===== src/rtl/debug_trace_serializer_if.sv =====
// ---------------------------------------------------------------------------
// debug_trace_serializer_if
// Bundles the debug capture inputs and the pmod/status outputs of
// debug_trace_serializer. The master side drives the debug bus (the core or a
// testbench); the slave side is the serializer itself.
// ---------------------------------------------------------------------------
interface debug_trace_serializer_if #(
  parameter int INFO_W = 4,
  parameter int DEPTH  = 16
);
  localparam int LVL_W = $clog2(DEPTH) + 1;

  logic              en;          // capture enable, also gates the timestamp
  logic [INFO_W-1:0] debug_info;  // {debug_stall, debug_state}
  logic [3:0]        pmod_out;    // {overflow, ser_frm, ser_dat, ser_clk}
  logic [LVL_W-1:0]  fifo_level;  // current FIFO occupancy
  logic              busy;        // serializer active or records queued

  modport master (
    output en, debug_info,
    input  pmod_out, fifo_level, busy
  );

  modport slave (
    input  en, debug_info,
    output pmod_out, fifo_level, busy
  );
endinterface


===== src/rtl/debug_trace_serializer.sv =====
// ---------------------------------------------------------------------------
// debug_trace_serializer
// Watches the core's debug bus, timestamps every change with a free-running
// cycle counter, queues {timestamp, debug_info} records in a FIFO and shifts
// them out MSB first on a slow framed serial link (ser_clk/ser_dat/ser_frm)
// that a logic analyzer can follow.
//
// Optional build macro DEBUG_TRACE_PARITY_EN: appends one even-parity bit
// after the record LSB, making each frame REC_W+1 bits long.
// ---------------------------------------------------------------------------
module debug_trace_serializer #(
  parameter int INFO_W = 4,   // debug_info width (stall + state)
  parameter int TS_W   = 12,  // timestamp width, wraps modulo 2^TS_W
  parameter int DEPTH  = 16,  // FIFO entries, power of two, >= 2
  parameter int DIV    = 4    // ser_clk half-period in clk cycles, >= 1
) (
  input logic                     clk,
  input logic                     rst,
  debug_trace_serializer_if.slave bus
);

  localparam int REC_W = TS_W + INFO_W;
`ifdef DEBUG_TRACE_PARITY_EN
  localparam int FRAME_W = REC_W + 1;
`else
  localparam int FRAME_W = REC_W;
`endif
  localparam int PTR_W = $clog2(DEPTH);
  localparam int LVL_W = PTR_W + 1;
  localparam int BIT_W = $clog2(FRAME_W + 1);
  localparam int DIV_W = (DIV > 1) ? $clog2(DIV) : 1;
  localparam int GAP_W = $clog2(2 * DIV);

  typedef enum logic [1:0] {
    S_IDLE,
    S_SHIFT,
    S_GAP
  } state_t;

  // -------------------------------------------------------------------------
  // Timestamp and change detection
  // -------------------------------------------------------------------------
  logic [TS_W-1:0]   r_ts;
  logic [INFO_W-1:0] r_prev;
  logic              w_event;
  logic [REC_W-1:0]  w_record;

  // Cycle counter and last-seen debug value, both frozen while capture is off.
  // NOTE: sequential state uses non-blocking (<=) so every flop samples the
  // pre-edge value of every other flop, independent of block ordering.
  always_ff @(posedge clk or posedge rst) begin
    if (rst) begin
      r_ts   <= '0;
      r_prev <= '0;
    end else if (bus.en) begin
      r_ts   <= r_ts + TS_W'(1);
      r_prev <= bus.debug_info;
    end
  end

  // prev resets to zero, so a non-zero value on the first enabled cycle is
  // an event; the record carries the timestamp before this cycle's increment.
  assign w_event  = bus.en && (bus.debug_info != r_prev);
  assign w_record = {r_ts, bus.debug_info};

  // -------------------------------------------------------------------------
  // Record FIFO
  // -------------------------------------------------------------------------
  logic [REC_W-1:0] r_mem [DEPTH];
  logic [LVL_W-1:0] r_wr_ptr;
  logic [LVL_W-1:0] r_rd_ptr;
  logic [LVL_W-1:0] w_level;
  logic             w_full;
  logic             w_empty;
  logic             w_pop;
  logic             w_push;
  logic             w_drop;
  logic             r_overflow;
  logic [REC_W-1:0] w_head;

  // Pointers carry one extra wrap bit so full and empty are distinguishable.
  assign w_level = r_wr_ptr - r_rd_ptr;
  assign w_full  = (w_level == LVL_W'(DEPTH));
  assign w_empty = (w_level == '0);
  assign w_head  = r_mem[r_rd_ptr[PTR_W-1:0]];

  // A pop in the same cycle frees the slot, so a push while full still lands.
  assign w_push = w_event && (!w_full || w_pop);
  assign w_drop = w_event && w_full && !w_pop;

  // Record storage write port.
  // NOTE: the storage array is deliberately not reset; the pointers alone
  // decide which entries are valid, and a reset array would cost a mux per bit.
  always_ff @(posedge clk) begin
    if (w_push) begin
      r_mem[r_wr_ptr[PTR_W-1:0]] <= w_record;
    end
  end

  // Read/write pointers and the sticky overflow flag (cleared only by rst).
  always_ff @(posedge clk or posedge rst) begin
    if (rst) begin
      r_wr_ptr   <= '0;
      r_rd_ptr   <= '0;
      r_overflow <= 1'b0;
    end else begin
      if (w_push) r_wr_ptr <= r_wr_ptr + LVL_W'(1);
      if (w_pop)  r_rd_ptr <= r_rd_ptr + LVL_W'(1);
      if (w_drop) r_overflow <= 1'b1;
    end
  end

  // -------------------------------------------------------------------------
  // Serializer FSM
  // -------------------------------------------------------------------------
  state_t             r_state;
  state_t             w_state_nxt;
  logic [FRAME_W-1:0] r_shift;
  logic [FRAME_W-1:0] w_shift_nxt;
  logic [FRAME_W-1:0] w_frame_load;
  logic [BIT_W-1:0]   r_bit_cnt;
  logic [BIT_W-1:0]   w_bit_cnt_nxt;
  logic [DIV_W-1:0]   r_div_cnt;
  logic [DIV_W-1:0]   w_div_cnt_nxt;
  logic               r_phase;       // 0 = ser_clk low half, 1 = high half
  logic               w_phase_nxt;
  logic [GAP_W-1:0]   r_gap_cnt;
  logic [GAP_W-1:0]   w_gap_cnt_nxt;
  logic               r_ser_clk;
  logic               r_ser_dat;
  logic               r_ser_frm;

`ifdef DEBUG_TRACE_PARITY_EN
  // Even parity: the appended bit makes the frame's count of ones even.
  assign w_frame_load = {w_head, ^w_head};
`else
  assign w_frame_load = w_head;
`endif

  // Next-state logic: bit timing, frame sequencing and FIFO pop request.
  // NOTE: every signal driven here gets a default first, so no branch can
  // leave a value unassigned and infer a latch.
  always_comb begin
    w_state_nxt   = r_state;
    w_shift_nxt   = r_shift;
    w_bit_cnt_nxt = r_bit_cnt;
    w_div_cnt_nxt = r_div_cnt;
    w_phase_nxt   = r_phase;
    w_gap_cnt_nxt = r_gap_cnt;
    w_pop         = 1'b0;

    unique case (r_state)
      S_IDLE: begin
        if (!w_empty) begin
          w_pop         = 1'b1;
          w_state_nxt   = S_SHIFT;
          w_shift_nxt   = w_frame_load;
          w_bit_cnt_nxt = BIT_W'(FRAME_W);
          w_div_cnt_nxt = '0;
          w_phase_nxt   = 1'b0;
        end
      end

      S_SHIFT: begin
        if (r_div_cnt == DIV_W'(DIV - 1)) begin
          w_div_cnt_nxt = '0;
          if (!r_phase) begin
            w_phase_nxt = 1'b1;
          end else if (r_bit_cnt == BIT_W'(1)) begin
            // Last bit's high phase is complete.
            w_phase_nxt   = 1'b0;
            w_gap_cnt_nxt = '0;
            w_state_nxt   = S_GAP;
          end else begin
            // Next bit appears together with the falling edge of ser_clk.
            w_phase_nxt   = 1'b0;
            w_shift_nxt   = {r_shift[FRAME_W-2:0], 1'b0};
            w_bit_cnt_nxt = r_bit_cnt - BIT_W'(1);
          end
        end else begin
          w_div_cnt_nxt = r_div_cnt + DIV_W'(1);
        end
      end

      S_GAP: begin
        if (r_gap_cnt == GAP_W'(2 * DIV - 1)) begin
          w_state_nxt = S_IDLE;
        end else begin
          w_gap_cnt_nxt = r_gap_cnt + GAP_W'(1);
        end
      end

      default: w_state_nxt = S_IDLE;
    endcase
  end

  // FSM state and datapath registers; reset abandons any partial frame.
  always_ff @(posedge clk or posedge rst) begin
    if (rst) begin
      r_state   <= S_IDLE;
      r_shift   <= '0;
      r_bit_cnt <= '0;
      r_div_cnt <= '0;
      r_phase   <= 1'b0;
      r_gap_cnt <= '0;
    end else begin
      r_state   <= w_state_nxt;
      r_shift   <= w_shift_nxt;
      r_bit_cnt <= w_bit_cnt_nxt;
      r_div_cnt <= w_div_cnt_nxt;
      r_phase   <= w_phase_nxt;
      r_gap_cnt <= w_gap_cnt_nxt;
    end
  end

  // Serial pins are registered from next-state values so they line up with
  // the state they describe and never see debug_info combinationally.
  always_ff @(posedge clk or posedge rst) begin
    if (rst) begin
      r_ser_frm <= 1'b0;
      r_ser_clk <= 1'b0;
      r_ser_dat <= 1'b0;
    end else begin
      r_ser_frm <= (w_state_nxt == S_SHIFT);
      r_ser_clk <= (w_state_nxt == S_SHIFT) && w_phase_nxt;
      r_ser_dat <= (w_state_nxt == S_SHIFT) && w_shift_nxt[FRAME_W-1];
    end
  end

  // -------------------------------------------------------------------------
  // Outputs
  // -------------------------------------------------------------------------
  assign bus.pmod_out   = {r_overflow, r_ser_frm, r_ser_dat, r_ser_clk};
  assign bus.fifo_level = w_level;
  assign bus.busy       = (r_state != S_IDLE) || !w_empty;

endmodule


===== src/flat_wrapper.sv =====
// flat-port wrapper written by rule: the top's interface ports become plain ports
module debug_trace_serializer_flat 
#(
  parameter int INFO_W = 4,                                      
  parameter int TS_W   = 12,                                         
  parameter int DEPTH  = 16,                                     
  parameter int DIV    = 4                                              
)
  (clk, rst, bus_en, bus_debug_info, bus_pmod_out, bus_fifo_level, bus_busy);
  debug_trace_serializer_if #(.INFO_W(INFO_W), .DEPTH(DEPTH)) bus_i ();
  input logic clk;
  input logic rst;
  input wire logic [$bits(bus_i.en)-1:0] bus_en;
  input wire logic [$bits(bus_i.debug_info)-1:0] bus_debug_info;
  output wire logic [$bits(bus_i.pmod_out)-1:0] bus_pmod_out;
  output wire logic [$bits(bus_i.fifo_level)-1:0] bus_fifo_level;
  output wire logic [$bits(bus_i.busy)-1:0] bus_busy;
  assign bus_i.en = bus_en;
  assign bus_i.debug_info = bus_debug_info;
  assign bus_pmod_out = bus_i.pmod_out;
  assign bus_fifo_level = bus_i.fifo_level;
  assign bus_busy = bus_i.busy;
  debug_trace_serializer #(.INFO_W(INFO_W), .TS_W(TS_W), .DEPTH(DEPTH), .DIV(DIV)) u_core (.clk(clk), .rst(rst), .bus(bus_i));
endmodule

===== config.mk =====
export PLATFORM = sky130hd
export DESIGN_NAME = debug_trace_serializer_flat
export DESIGN_NICKNAME = d
export VERILOG_FILES = /design/src/rtl/debug_trace_serializer_if.sv /design/src/rtl/debug_trace_serializer.sv /design/src/flat_wrapper.sv
export SDC_FILE = /design/constraint.sdc
export NUM_CORES = 1
export LEC_CHECK = 0
export CAP_MARGIN = 30
export CORE_UTILIZATION = 60
export CTS_CLUSTER_DIAMETER = 50
export DETAILED_ROUTE_END_ITERATION = 16
export PLACE_DENSITY = 0.84
export SLEW_MARGIN = 5
export SYNTH_ARGS = -nofsm -noshare
export SYNTH_HDL_FRONTEND = slang
export SYNTH_SLANG_ARGS = --single-unit

===== constraint.sdc =====
create_clock -name clk -period 8.9 [get_ports clk]
set_clock_uncertainty 0.2 [all_clocks]
set_input_delay 1.78 -clock clk [delete_from_list [all_inputs] [get_ports clk]]
set_output_delay 1.78 -clock clk [all_outputs]
set_load 0.03 [all_outputs]

After elaboration in Yosys (flattened, before gate mapping)
Memory sizes are Yosys's and may differ from the RTL's.
Cells that the tools add are included.
{ "totals": {"mem_count": 1, "ramBits": 256, "ff_bits": 59} }
{ "mem_list": {"columns": ["memory", "depth", "width", "rd", "rd_clocked_by_memory_dff", "write_ports", "line_no", "text"], "rows": [
  ["u_core.r_mem", 16, 16, 1, 0, 1, "debug_trace_serializer.sv:69", "logic [REC_W-1:0] r_mem [DEPTH];"]
]} }
{ "op_classes": {"n_addsub": 7, "reduce_logical": 19, "eq_ne": 14, "mux": 32} }
{ "ops": {"columns": ["cell", "n"], "rows": [
  ["$mux 16", 4],
  ["$pmux 16 s2", 1],
  ["$mux 5", 4],
  ["$mux 2", 7],
  ["$add 12x1->12 const B", 1],
  ["$mux 3", 4],
  ["$add 5x1->5 const B", 2],
  ["$pmux 5 s2", 1],
  ["$reduce_and 5->1", 2],
  ["$mux 1", 7],
  ["$logic_and 1x1->1", 6],
  ["$ne 2x1->1 const B", 3],
  ["$ne 2x2->1 const B", 3],
  ["$pmux 2 s3", 1],
  ["$pmux 3 s2", 1],
  ["$reduce_bool 2->1", 3],
  ["$eq 5x1->1 const B", 1],
  ["$eq 5x5->1 const B", 1],
  ["$logic_not 5->1", 1],
  ["$sub 5x1->5 const B", 1],
  ["$sub 5x5->5", 1],
  ["$eq 2x1->1 const B", 2],
  ["$eq 2x2->1 const B", 2],
  ["$ne 4x4->1", 1],
  ["other kinds (9)", 12]
]} }

Longest topological paths before layout
{ "depth": {"depth_word": 8, "ltp_mapped": 12, "ltp_nobuf": 9} }

Least setup slack after synthesis
Ideal clock, no wire load.
{ "synth_path": {"path_type": "register -> output", "start": "reg u_core.r_rd_ptr[2]", "end": "out bus_busy", "n_path_buf": 3, "arrival_ns": 2.940, "stages_incl_launch_ff": 10, "setup_slack_ns": 3.980, "cell_sequence": "dfrtp_1 clkbuf_1 inv_2 buf_1 ha_1 xnor2_1 a211oi_1 or2_0 buf_2 nand3_1"} }
{ "synth_between": {"elab_chain_cells": 4} }
{ "synth_rtl": {"columns": ["element", "line_no", "text"], "rows": [
  ["start, declared", "debug_trace_serializer.sv:71", "logic [LVL_W-1:0] r_rd_ptr;"],
  ["start signal, assigned", "debug_trace_serializer.sv:108", "if (w_pop) r_rd_ptr <= r_rd_ptr + LVL_W'(1);"],
  ["$sub 5x5->5", "debug_trace_serializer.sv:82", "assign w_level = r_wr_ptr - r_rd_ptr;"],
  ["named net bus_fifo_level[2]", "flat_wrapper.sv:16", "output wire logic [$bits(bus_i.fifo_level)-1:0] bus_fifo_level;"],
  ["$logic_not 5->1", "debug_trace_serializer.sv:84", "assign w_empty = (w_level == '0);"],
  ["$logic_not 1->1", null, null],
  ["$logic_or 1x1->1", "debug_trace_serializer.sv:235", "assign bus.busy = (r_state != S_IDLE) || !w_empty;"],
  ["end, declared", "flat_wrapper.sv:17", "output wire logic [$bits(bus_i.busy)-1:0] bus_busy;"]
]} }
The timed path passes the listed nets, and every way through them passes these cells.

Worst setup path in the final report
{ "layout_path": {"start": "reg u_core.r_rd_ptr[2]", "end": "out bus_busy"} }
{ "layout_between": {"elab_chain_cells": 4} }
{ "layout_rtl": {"columns": ["element", "line_no"], "rows": [
  ["$sub 5x5->5", "debug_trace_serializer.sv:82"],
  ["$logic_not 5->1", "debug_trace_serializer.sv:84"],
  ["$logic_not 1->1", null],
  ["$logic_or 1x1->1", "debug_trace_serializer.sv:235"]
]} }
Every way passes these cells.

==> run_results.csv <==
group,metric,value,unit
power_and_ir_drop,swShare,35.1,%
synthesis,synth-edff-count,256,
cts,post_cts_buffers,0,
hold_path,min_path_type,"reg -> reg",
sta,hold_viol,0,
cts,h-tree-depth,2,
final_layout,area_growth,11.8,%
setup_path,critPathRequiredTime,6920,ps
detailed_routing,num_vias,6935,
global_route,met2_usage,43.6,%
sta,clock.fmax,171,MHz
place,place_ws,3340,ps
sta,fin_crit,5830,ps
cts,holdBufCountCts,0,
cts,cts_buffers,34,
place,hpwl,16.9,mm
power_and_ir_drop,finalPower,5.20,mW
setup_path,worst_setup_path_end_kind,"output pin",
synthesis,ys_seq_area_share,71.1,%
cts,clock-root-buffer,"clkbuf_16",
final_layout,diodes,0,
cts,cts_resized,0,
die,io_pins,17,
setup_path,critical_path_class,"reg -> out",
synthesis,yosysWarnings,0,
detailed_routing,wl_per_cell,27.8,um
sta,rsz0062_at_grt,"no",
run,drv_cap,0,
synthesis,async_flop_share,18.7,%
die,coreArea,21000,sq um
detailed_routing,drt-total-wl,28.9,mm
synthesis,synth_cell_type_count,57,
power_and_ir_drop,seq_power_share,41.3,%
synthesis,synth.cell_area,12900,sq um
detailed_routing,antenna_left,0,
cts,worst_skew_pair.late_latency,520,ps
power_and_ir_drop,p_switching,1.82,mW
detailed_routing,dr.pass1.iters,5,
synthesis,synth_area_per_cell,18.0,sq um
die,row_count,53,
cts,clock_sinks,315,
sta,hold_ws,291,ps
sta,slew_headroom,36.5,%
power_and_ir_drop,power_density,361,nW/um^2
synthesis,syn_inst,717,
power_and_ir_drop,p_comb_share,32.6,%
sta,period_share,65.5,%
place,portBuffers,16,
cts,clk_pin_slew,60,ps
power_and_ir_drop,p_clk_share,26.1,%
die,initial_utilization,61.3,%
global_route,busiest_layer,"met2",
sta,layout_setup_ws,3070,ps
status,outcome,"finished clean",
die,fp.dieH,149,um
setup_path,critPathLaunchType,"register",
synthesis,ys_seq_elements,315,
global_route,grt_pass1_vias,7110,
final_layout,nNetsFinal,765,
synthesis,syn-num-nets,740,
setup_path,arrival,3850,ps
final_layout,drive_above_1_share,19.3,%
power_and_ir_drop,p_leak,4.98,nW
cts,cts_tree,"done",
detailed_routing,vias_per_cell,6.66,
sta,final.setup.tns,0,ps
global_route,track_usage,27.6,%
die,dieArea,22100,sq um
global_route,antenna_found_initial,0,
sta,slew_violations,0,
global_route,use_met3,5.25,%
global_route,gr-total-overflow,0,
setup_path,cp_max_fo,37,
global_route,gr-usage-met1,37.5,%
sta,worst_pin_slew,952,ps
power_and_ir_drop,vdd_drop_max,0.000191,V
sta,setup-violations-final,0,
cts,clockBufferDepth,3,
die,die_x,149,um
synthesis,ys.flop_type,"edfxtp_1",
global_route,grt_max_degree,50,
power_and_ir_drop,power.internal,3.37,mW
place,place_congestion,0.882,
detailed_routing,drcViolationCount,0,
detailed_routing,drtIter0Drc,727,
global_route,grt_first_pass_wirelength,43.6,mm
-- critical path: stages, from the launching register on --
cell and delay (ps):
dfrtp_1 320, buf_4 440, inv_2 340, ha_1 460, a21o_1 230, nor4b_2 330
or2_0 440, nand3_1 160, clkdlybuf4s50_1 620
-- cell usage in the layout, fill, tap and decap left out, types with 16 or more instances in the layout --
cell             instances
a21oi_1                 17
clkbuf_16               35
clkdlybuf4s50_1         16
dfrtp_1                 58
edfxtp_1               256
inv_1                   27
mux2i_1                 17
mux4_2                  65
nand2_1                 28
o211ai_1                16
xnor2_1                 18
-- cells by family after synthesis --
kind of cell	after synthesis	synth area share (%)
muxes	90	13.4
AOI/OAI and AO/OA	95	5.23
xor gates and xnor gates	30	2.10
DFF	315	71.1
and+or+nand+nor	101	4.20
adders and majority gates	16	1.61
buffers and inverters	70	2.33
-- final timing paths --
| path | depth (start not counted) | start | endpoint | slack [ps] |
|---|---|---|---|---|
| hold reg to reg | 1 | u_core.r_gap_cnt[1] | u_core.r_gap_cnt[1] | 290 |
| hold / removal | 1 | u_core.r_gap_cnt[1] | u_core.r_gap_cnt[1] | 290 |
| max in group asynchronous | 3 | rst | u_core.r_rd_ptr[0] | 6160 |
| min in group asynchronous | 2 | rst | u_core.r_bit_cnt[0] | 1340 |
| setup / recovery | 8 | u_core.r_rd_ptr[2] | bus_busy | 3070 |
| setup reg to reg | 10 | u_core.r_rd_ptr[2] | u_core.r_mem[2][5] | 4150 |
-- layout make-up --
type | instances | area (sq um)
Clock inverter | 17 | 170
Timing Repair Buffer | 29 | 270
Sequential cell | 315 | 9170
Tap cell | 275 | 344
Multi-Input combinational cell | 332 | 3430
Fill cell | 1271 | 6630
Clock buffer | 43 | 906
Inverter | 30 | 113
-- Yosys cell counts (all sizes together) (3+ instances only) --
library cell  number  area (sq um)
a21o               4          30.0
a21oi             19           103
a22o               3          26.3
and3              14          87.6
buf               21           116
clkbuf            19          71.3
dfrtp             59          1480
edfxtp           256          7690
ha                15           188
inv               30           113
mux2               8          90.1
mux2i             17           170
mux4              65          1460
nand2             28           105
nand2b             6          37.5
nand3             13          65.1
nand3b             3          22.5
nor2              12          45.0
nor2b              5          31.3
nor3               4          20.0
nor4b              4          41.3
o211ai            16           120
o21ai             10          50.0
o22ai             15          93.8
o311ai            14           123
o31ai              3          27.5
or2                3          18.8
xnor2             18           158
xor2              12           113
-- per-layer routing --
| metal | part of all wire, % | up-vias | wire (um) |
|---|---|---|---|
| met5 | 0 | - | 0 |
| met4 | 4.9 | 0 | 1410 |
| met3 | 7.7 | 81 | 2240 |
| met2 | 49 | 405 | 14100 |
| met1 | 39 | 3544 | 11100 |
| li1 | - | 2905 | - |
-- per-stage QoR --
| stage | instance area [sq um] | std cells | utilization [%] |
|---|---|---|---|
| 3_3_place_gp | 13300 | 979 | 63.2 |
| 5_1_grt | 14400 | 1041 | 68.5 |
| 4_1_cts | 14400 | 1039 | 68.4 |
| 2_1_floorplan | 12900 | 717 | - |
| 6_report | 14400 | 1041 | 68.5 |
| 3_5_place_dp | 13300 | 979 | 63.2 |
-- state kept, by name (all words and copies together), names as in the netlist, 2 cells and up --
| register | count |
|---|---|
| u_core.r_gap_cnt | 3 |
| u_core.r_state | 2 |
| u_core.r_shift | 16 |
| u_core.r_bit_cnt | 5 |
| u_core.r_prev | 4 |
| u_core.r_mem | 256 |
| u_core.r_div_cnt | 2 |
| u_core.r_wr_ptr | 5 |
| u_core.r_ts | 12 |
| u_core.r_rd_ptr | 5 |
-- power by group through the flow --
stage	sequential (mW)	clock, mW	combinational, mW
4_1_cts	2.14	1.37	1.66
3_5_place_dp	2.16	0	1.64
5_1_grt	2.17	1.43	1.79
3_3_place_gp	2.14	0	1.57
6_report	2.15	1.35	1.69
2_1_floorplan	2.03	0	1.23
(Power assumes the default switching activity.)
